===== src/rtl/qos_egress_arb_pkg.sv =====
// Shared widths, state encoding and weight helper for the QoS egress arbiter.
package qos_egress_arb_pkg;
  localparam int DATA_W  = 12;
  localparam int NUM_CLS = 4;
  localparam int CNT_W   = 8;
  localparam int CRED_W  = 4;
  localparam int CLS_W   = 2;

  typedef enum logic [1:0] {
    ST_IDLE  = 2'd0,
    ST_RUN   = 2'd1,
    ST_DRAIN = 2'd2
  } state_e;

  // A zero weight still earns one grant per reload round.
  function automatic logic [CRED_W-1:0] eff_weight(input logic [CRED_W-1:0] w);
    return (w == '0) ? CRED_W'(1) : w;
  endfunction
endpackage


===== src/rtl/qos_egress_arb_if.sv =====
// Egress arbiter bundle: FIFO side, weights, downstream and status signals.
interface qos_egress_arb_if;
  import qos_egress_arb_pkg::*;

  logic                             active;
  logic [NUM_CLS-1:0]               empty;
  logic [NUM_CLS-1:0][DATA_W-1:0]   fifo_data;
  logic [NUM_CLS-1:0][CRED_W-1:0]   weight;
  logic                             out_almost_full;
  logic [CLS_W-1:0]                 cnt_sel;
  logic [NUM_CLS-1:0]               pop;
  logic [DATA_W-1:0]                data_out;
  logic                             valid_out;
  logic [CLS_W-1:0]                 class_out;
  logic [CNT_W-1:0]                 cnt_out;
  logic                             idle_out;

  modport master (
    output active, empty, fifo_data, weight, out_almost_full, cnt_sel,
    input  pop, data_out, valid_out, class_out, cnt_out, idle_out
  );
  modport slave (
    input  active, empty, fifo_data, weight, out_almost_full, cnt_sel,
    output pop, data_out, valid_out, class_out, cnt_out, idle_out
  );
endinterface


===== src/rtl/qos_wrr_grant.sv =====
// Weighted round-robin grant: per-class credits, sticky pointer, one-hot grant.
module qos_wrr_grant
  import qos_egress_arb_pkg::*;
(
  input  logic                           clk,
  input  logic                           reset,
  input  logic                           i_en,
  input  logic [NUM_CLS-1:0]             i_empty,
  input  logic [NUM_CLS-1:0]             i_block,
  input  logic [NUM_CLS-1:0][CRED_W-1:0] i_weight,
  output logic [NUM_CLS-1:0]             o_gnt
);
  logic [NUM_CLS-1:0][CRED_W-1:0] r_cred, w_cred_eff, w_cred_nxt;
  logic [CLS_W-1:0]               r_ptr, w_gnt_idx, w_c;
  logic [NUM_CLS-1:0]             w_elig;
  logic                           w_reload, w_gnt_any;

  // Reload when no non-empty class has credit left; blocking does not matter here.
  always_comb begin
    w_reload = |(~i_empty);
    for (int i = 0; i < NUM_CLS; i++)
      if (!i_empty[i] && r_cred[i] != '0) w_reload = 1'b0;
    for (int i = 0; i < NUM_CLS; i++) begin
      w_cred_eff[i] = w_reload ? eff_weight(i_weight[i]) : r_cred[i];
      w_elig[i]     = i_en && !i_empty[i] && !i_block[i] && (w_cred_eff[i] != '0);
    end
  end

  // Descending scan so the class closest to the pointer wins.
  always_comb begin
    w_gnt_any = 1'b0;
    w_gnt_idx = r_ptr;
    w_c       = r_ptr;
    for (int k = NUM_CLS-1; k >= 0; k--) begin
      w_c = r_ptr + CLS_W'(k);
      if (w_elig[w_c]) begin
        w_gnt_any = 1'b1;
        w_gnt_idx = w_c;
      end
    end
  end

  always_comb begin
    w_cred_nxt            = w_cred_eff;
    w_cred_nxt[w_gnt_idx] = w_cred_eff[w_gnt_idx] - CRED_W'(1);
  end

  assign o_gnt = w_gnt_any ? (NUM_CLS'(1) << w_gnt_idx) : '0;

  always_ff @(posedge clk or posedge reset) begin
    if (reset) begin
      r_cred <= '0;
      r_ptr  <= '0;
    end else if (w_gnt_any) begin
      r_cred <= w_cred_nxt;
      r_ptr  <= w_gnt_idx;
    end
  end
endmodule


===== src/rtl/qos_egress_arb.sv =====
// QoS egress arbiter top: run/drain FSM, registered egress word, per-class counters.
module qos_egress_arb
  import qos_egress_arb_pkg::*;
(
  input  logic            clk,
  input  logic            reset,
  qos_egress_arb_if.slave eg
);
  state_e                         r_state, w_state_nxt;
  logic                           w_en, w_any_ne, r_vld;
  logic [NUM_CLS-1:0]             w_pop, r_last_pop;
  logic [CLS_W-1:0]               r_cls, w_pop_idx;
  logic [DATA_W-1:0]              r_hold, w_data;
  logic [NUM_CLS-1:0][CNT_W-1:0]  r_cnt;

  assign w_any_ne = ~&eg.empty;
  assign w_en     = (r_state == ST_RUN) && eg.active && !eg.out_almost_full;

  // Last cycle's pop blocks that class: its empty flag lags one cycle.
  qos_wrr_grant u_grant (
    .clk      (clk),
    .reset    (reset),
    .i_en     (w_en),
    .i_empty  (eg.empty),
    .i_block  (r_last_pop),
    .i_weight (eg.weight),
    .o_gnt    (w_pop)
  );

  always_comb begin
    w_state_nxt = r_state;
    case (r_state)
      ST_IDLE:  if (eg.active && w_any_ne) w_state_nxt = ST_RUN;
      ST_RUN:   if (!eg.active)                w_state_nxt = r_vld ? ST_DRAIN : ST_IDLE;
                else if (!w_any_ne && !r_vld)  w_state_nxt = ST_IDLE;
      ST_DRAIN: w_state_nxt = ST_IDLE;
      default:  w_state_nxt = ST_IDLE;
    endcase
  end

  always_ff @(posedge clk or posedge reset) begin
    if (reset) r_state <= ST_IDLE;
    else       r_state <= w_state_nxt;
  end

  always_comb begin
    w_pop_idx = '0;
    for (int i = 0; i < NUM_CLS; i++)
      if (w_pop[i]) w_pop_idx = CLS_W'(i);
  end

  // FIFO read data arrives the cycle after pop; the hold register keeps it visible afterwards.
  assign w_data = r_vld ? eg.fifo_data[r_cls] : r_hold;

  always_ff @(posedge clk or posedge reset) begin
    if (reset) begin
      r_vld      <= 1'b0;
      r_cls      <= '0;
      r_hold     <= '0;
      r_last_pop <= '0;
      r_cnt      <= '0;
    end else begin
      r_vld      <= |w_pop;
      r_last_pop <= w_pop;
      if (|w_pop) r_cls <= w_pop_idx;
      if (r_vld) begin
        r_hold       <= w_data;
        r_cnt[r_cls] <= r_cnt[r_cls] + CNT_W'(1);
      end
    end
  end

  assign eg.pop       = w_pop;
  assign eg.data_out  = w_data;
  assign eg.valid_out = r_vld;
  assign eg.class_out = r_cls;
  assign eg.cnt_out   = r_cnt[eg.cnt_sel];
  assign eg.idle_out  = (r_state == ST_IDLE);
endmodule


===== src/flat_wrapper.sv =====
// flat-port wrapper written by rule: the top's interface ports become plain ports
module qos_egress_arb_flat import qos_egress_arb_pkg::*;
  (clk, reset, eg_active, eg_empty, eg_fifo_data, eg_weight, eg_out_almost_full, eg_cnt_sel, eg_pop, eg_data_out, eg_valid_out, eg_class_out, eg_cnt_out, eg_idle_out);
  qos_egress_arb_if eg_i ();
  input  logic clk;
  input  logic reset;
  input wire logic [$bits(eg_i.active)-1:0] eg_active;
  input wire logic [$bits(eg_i.empty)-1:0] eg_empty;
  input wire logic [$bits(eg_i.fifo_data)-1:0] eg_fifo_data;
  input wire logic [$bits(eg_i.weight)-1:0] eg_weight;
  input wire logic [$bits(eg_i.out_almost_full)-1:0] eg_out_almost_full;
  input wire logic [$bits(eg_i.cnt_sel)-1:0] eg_cnt_sel;
  output wire logic [$bits(eg_i.pop)-1:0] eg_pop;
  output wire logic [$bits(eg_i.data_out)-1:0] eg_data_out;
  output wire logic [$bits(eg_i.valid_out)-1:0] eg_valid_out;
  output wire logic [$bits(eg_i.class_out)-1:0] eg_class_out;
  output wire logic [$bits(eg_i.cnt_out)-1:0] eg_cnt_out;
  output wire logic [$bits(eg_i.idle_out)-1:0] eg_idle_out;
  assign eg_i.active = eg_active;
  assign eg_i.empty = eg_empty;
  assign eg_i.fifo_data = eg_fifo_data;
  assign eg_i.weight = eg_weight;
  assign eg_i.out_almost_full = eg_out_almost_full;
  assign eg_i.cnt_sel = eg_cnt_sel;
  assign eg_pop = eg_i.pop;
  assign eg_data_out = eg_i.data_out;
  assign eg_valid_out = eg_i.valid_out;
  assign eg_class_out = eg_i.class_out;
  assign eg_cnt_out = eg_i.cnt_out;
  assign eg_idle_out = eg_i.idle_out;
  qos_egress_arb u_core (.clk(clk), .reset(reset), .eg(eg_i));
endmodule

===== config.mk =====
export PLATFORM = sky130hd
export DESIGN_NAME = qos_egress_arb_flat
export DESIGN_NICKNAME = d
export VERILOG_FILES = /design/src/rtl/qos_egress_arb_pkg.sv /design/src/rtl/qos_egress_arb_if.sv /design/src/rtl/qos_wrr_grant.sv /design/src/rtl/qos_egress_arb.sv /design/src/flat_wrapper.sv
export SDC_FILE = /design/constraint.sdc
export NUM_CORES = 1
export LEC_CHECK = 0
export ABC_CLOCK_PERIOD_IN_PS = 4900
export CAP_MARGIN = 20
export CORE_ASPECT_RATIO = 0.8
export CORE_MARGIN = 5
export CORE_UTILIZATION = 35
export CTS_BUF_LIST = sky130_fd_sc_hd__clkbuf_2
export DETAILED_ROUTE_END_ITERATION = 10
export PLACE_DENSITY = 0.71
export SYNTH_ARGS = -nofsm -noshare
export SYNTH_HDL_FRONTEND = slang
export SYNTH_SLANG_ARGS = --single-unit

===== constraint.sdc =====
create_clock -name clk -period 4.9 [get_ports clk]
set_input_delay 0.49 -clock clk [delete_from_list [all_inputs] [get_ports clk]]
set_output_delay 0.49 -clock clk [all_outputs]
set_load 0.05 [all_outputs]

==> results by group <==
Power
  • Power Density: 631 mW/mm^2
  • Switching Fraction: 47.3%
  • Power, Total: 3.64 mW
  • LEAKAGE: 2.32 nW
  • Clock share of power: 9.1%
  • Flop pwr share: 29.5%
  • Comb power frac: 61.4%
  • Switching power: 1.72 mW
  • Internal: 1.92 mW
  • VDD IR max: 242 uV

STA
  • Final Max Slew Viols: 0
  • Final period util: 95.2%
  • Final setup fails: 0
  • WHS: 0.492 ns
  • Final Worst Setup Slack: 0.233 ns
  • Clk_skew: 0.0179 ns
  • Highest clock rate: 214 MHz
  • Least-Margin Pin Slew: 0.919 ns
  • Final Critical Period: 4.67 ns
  • Worst slew margin: 38.7%
  • RSZ-0062 raised after global routing: false
  • Final hold vios: 0
  • Setup Total Neg Slack: 0 ns

Clock tree
  • CTS H-tree lvls: 3
  • Post-cts sizing count: 0
  • Post-CTS setup buffer count: 0
  • Clock sink count: 71
  • CTS Buffer Depth: 2
  • Root buffer cell: clkbuf_2
  • Inserted Clock Buffers: 9
  • Clk slew on worst S/H paths: 0.20 ns
  • Clock Latency Late Sink: 0.52 ns
  • CTS Hold Bufs: 0
  • CTS tree: done

Yosys
  • Syn Area/Cell: 10.4 um^2
  • Post-synth top area share: 40.3%
  • Synth unique cells: 55
  • Post-synthesis register bit count: 71
  • YS warnings: 0
  • Leading area contributor after synthesis: dfrtp_1
  • Synth Cell Area: 0.00441 mm^2
  • Sequential area share after synthesis: 40.3%
  • Asr flop ratio synth: 100%
  • Instance count of the mapped netlist: 423
  • Synth Flop Type: dfrtp_1
  • Synth Net Count: 499
  • Synth area leaders: dfrtp_1 40%, mux4_2 15%, mux2_2 7.4%
  • Post-synth EDFFs: 0

Cells and area
  • Ant diodes: 0
  • Synth-to-layout area growth: 31.0%
  • Share of cells above drive strength 1: 18.4%
  • Layout Nets: 598
  • Final instance area: 0.00577 mm^2
  • Core Util, Final: 47.1%
  • Final cell count without fillers: 697

Worst setup path
  • Setup crit end kind: output port
  • R2r worst-path depth: 15
  • Worst path cell trace: or4_1 > a222oi_1 > a21oi_1 > or4_1 > a311oi_1 > a311o_1 > buf_4 > nand2_1 > nor2_1 > buf_4 > buf_12
  • Reg2reg setup slack: 0.43 ns
  • Max stage delay on crit path: 0.59 ns
  • RR Endpoint: u_core.u_grant.r_cred[14]
  • Top delay family on crit path: simple AND/OR/NAND/NOR gates
  • CP Data Arrival Time: 4.18 ns
  • Critical Path Slowest Stage Cell: or4_1
  • Crit path max fanout: 10
  • CP Launch Type: register
  • Reg-to-reg startpoint: u_core.u_grant.r_cred[9]
  • WS Path Type: register to output port
  • Critical Path RT: 4.41 ns
  • Buf/Inv on CP: 3

Routing
  • DRT iter0 DRCs: 295
  • Detail Route Antenna Nets: 0
  • Wire length per cell: 18.1 um
  • Final wirelength: 12,600 um
  • DR vias: 3,983
  • Drt via density: 5.71
  • Detailed Routing Iterations Pass 1: 5
  • DRC: 0

GRT
  • First-pass GRT wire length: 20,100 um
  • Vias in the first global route: 3,989
  • Antenna violations before repair: 0
  • Total track usage: 17.1%
  • Largest net degree at the start of global routing: 72
  • Grt total ovfl: 0

Floorplanning
  • DIE AREA: 0.0150 mm^2
  • Core area: 0.0123 mm^2
  • Die height: 110 um
  • Initial cell density of the core: 36.0%
  • I/O Pins: 102
  • Die width: 135 um
  • # rows: 36

Min path
  • Hold path cells: 1
  • Hold Path Sink: u_core.r_state[1]
  • Hold WC Path Type: register to register
  • Hold_sp: u_core.r_state[1]

Run status
  • Status: completed

Placed design
  • Post-DP Area: 0.00564 mm^2
  • PortBufs: 101
  • Gp weighted congestion: 0.916
  • Pre-CTS setup slack: 0.198 ns
  • Inst Count DP: 681
  • Dpl hpwl: 9360 um

Job
  • Max-cap viol count: 0
[Yosys cell counts, types with 2 or more instances]
cell / count
dfrtp_1: 71
nand2_1: 53
o21ai_0: 32
mux4_2: 30
nor2_1: 30
mux2_2: 29
a21oi_1: 19
clkbuf_1: 19
nand3_1: 12
nor3_1: 10
inv_1: 9
mux2i_1: 9
a31oi_1: 7
nand4_1: 6
xor2_1: 6
buf_1: 5
or3_1: 5
or4_1: 5
a21o_1: 4
and4_1: 4
o21ai_1: 4
a22o_1: 3
a32o_1: 3
nand2b_1: 3
nor4_1: 3
xnor2_1: 3
a211oi_1: 2
a21boi_0: 2
a41oi_1: 2
buf_2: 2
ha_1: 2
nand3b_1: 2
nor3b_1: 2
o211ai_1: 2
o22ai_1: 2
or2_2: 2
[worst max-delay path by stage]
stage	cells after the start	startpoint	slack (ns)	end
after detailed placement	16	eg_out_almost_full	0.20	u_core.u_grant.r_cred[14]
after global placement	16	eg_out_almost_full	0.34	u_core.u_grant.r_cred[14]
after CTS	11	u_core.u_grant.r_cred[9]	0.29	eg_pop[1]
after floorplan	10	eg_out_almost_full	0.77	eg_pop[3]
final	11	u_core.u_grant.r_cred[9]	0.23	eg_pop[1]
after global routing	11	u_core.u_grant.r_cred[12]	0.02	eg_pop[1]
[cells by family (layout without fill, tap and decap cells)]
group / after synthesis / in the layout / share of synthesized area (%)
and+or+nand+nor: 142 / 142 / 15.4
AOI/OAI and AO/OA: 94 / 94 / 13.7
xor gates and xnor gates: 9 / 9 / 1.79
buffers and inverters: 37 / 140 / 3.41
muxes: 68 / 68 / 24.8
DFF: 71 / 71 / 40.3
adders and majority gates: 2 / 2 / 0.568
[worst register-to-register path, delay by kind of cell, from the launching register on]
kind	cells	cell delay [ns]
and+or+nand+nor	4	1.39
muxes	1	0.26
xor gates and xnor gates	1	0.31
buffers and inverters	1	0.18
adders and majority gates	1	0.19
DFF	1	0.47
AOI/OAI and AO/OA	7	1.61
[registers in the layout, summed over array words and instances, names as in the netlist]
register / cells
u_core.eg.class_out: 2
u_core.eg.valid_out: 1
u_core.r_cnt: 32
u_core.r_hold: 12
u_core.r_last_pop: 4
u_core.r_state: 2
u_core.u_grant.r_cred: 16
u_core.u_grant.r_ptr: 2
[placed cells by master (no fill, tap or decap), types with 3 or more instances in the layout]
cell             count
a21o_1               4
a21oi_1             19
a22o_1               3
a31oi_1              7
a32o_1               3
and4_1               4
buf_4               15
clkbuf_2             9
clkdlybuf4s50_1     97
dfrtp_1             71
inv_1                8
mux2_2              29
mux2i_1              9
mux4_2              30
nand2_1             53
nand2b_1             3
nand3_1             12
nand4_1              6
nor2_1              30
nor3_1              10
nor4_1               3
o21ai_0             32
o21ai_1              4
or3_1                5
or4_1                5
xnor2_1              3
xor2_1               6
[layer usage]
layer,GRT usage (%),vias up,wire [um],share of wire (%)
met3,4.90,16,1110,8.8
met2,28.5,193,6000,47
met4,4.17,0,121,0.96
met5,0,-,0,0
li1,-,1792,-,-
met1,22.4,1982,5400,43
[final cells by class]
type / instances / area (um^2)
sequential: 71 / 1780
timing repair buffer: 115 / 1150
clock inverter: 6 / 62.6
fill: 1148 / 6480
clock buffer: 9 / 45.0
multi-input combinational: 315 / 2480
tap: 171 / 214
inverter: 10 / 42.5
[power groups by stage]
stage	clock [mW]	sequential (mW)	combinational [mW]
6_report	0.333	1.07	2.23
3_3_place_gp	0	1.07	2.16
3_5_place_dp	0	1.10	2.21
4_1_cts	0.347	1.08	2.22
5_1_grt	0.371	1.11	2.40
2_1_floorplan	0	0.994	1.66
Power figures use the tool's default switching activity.
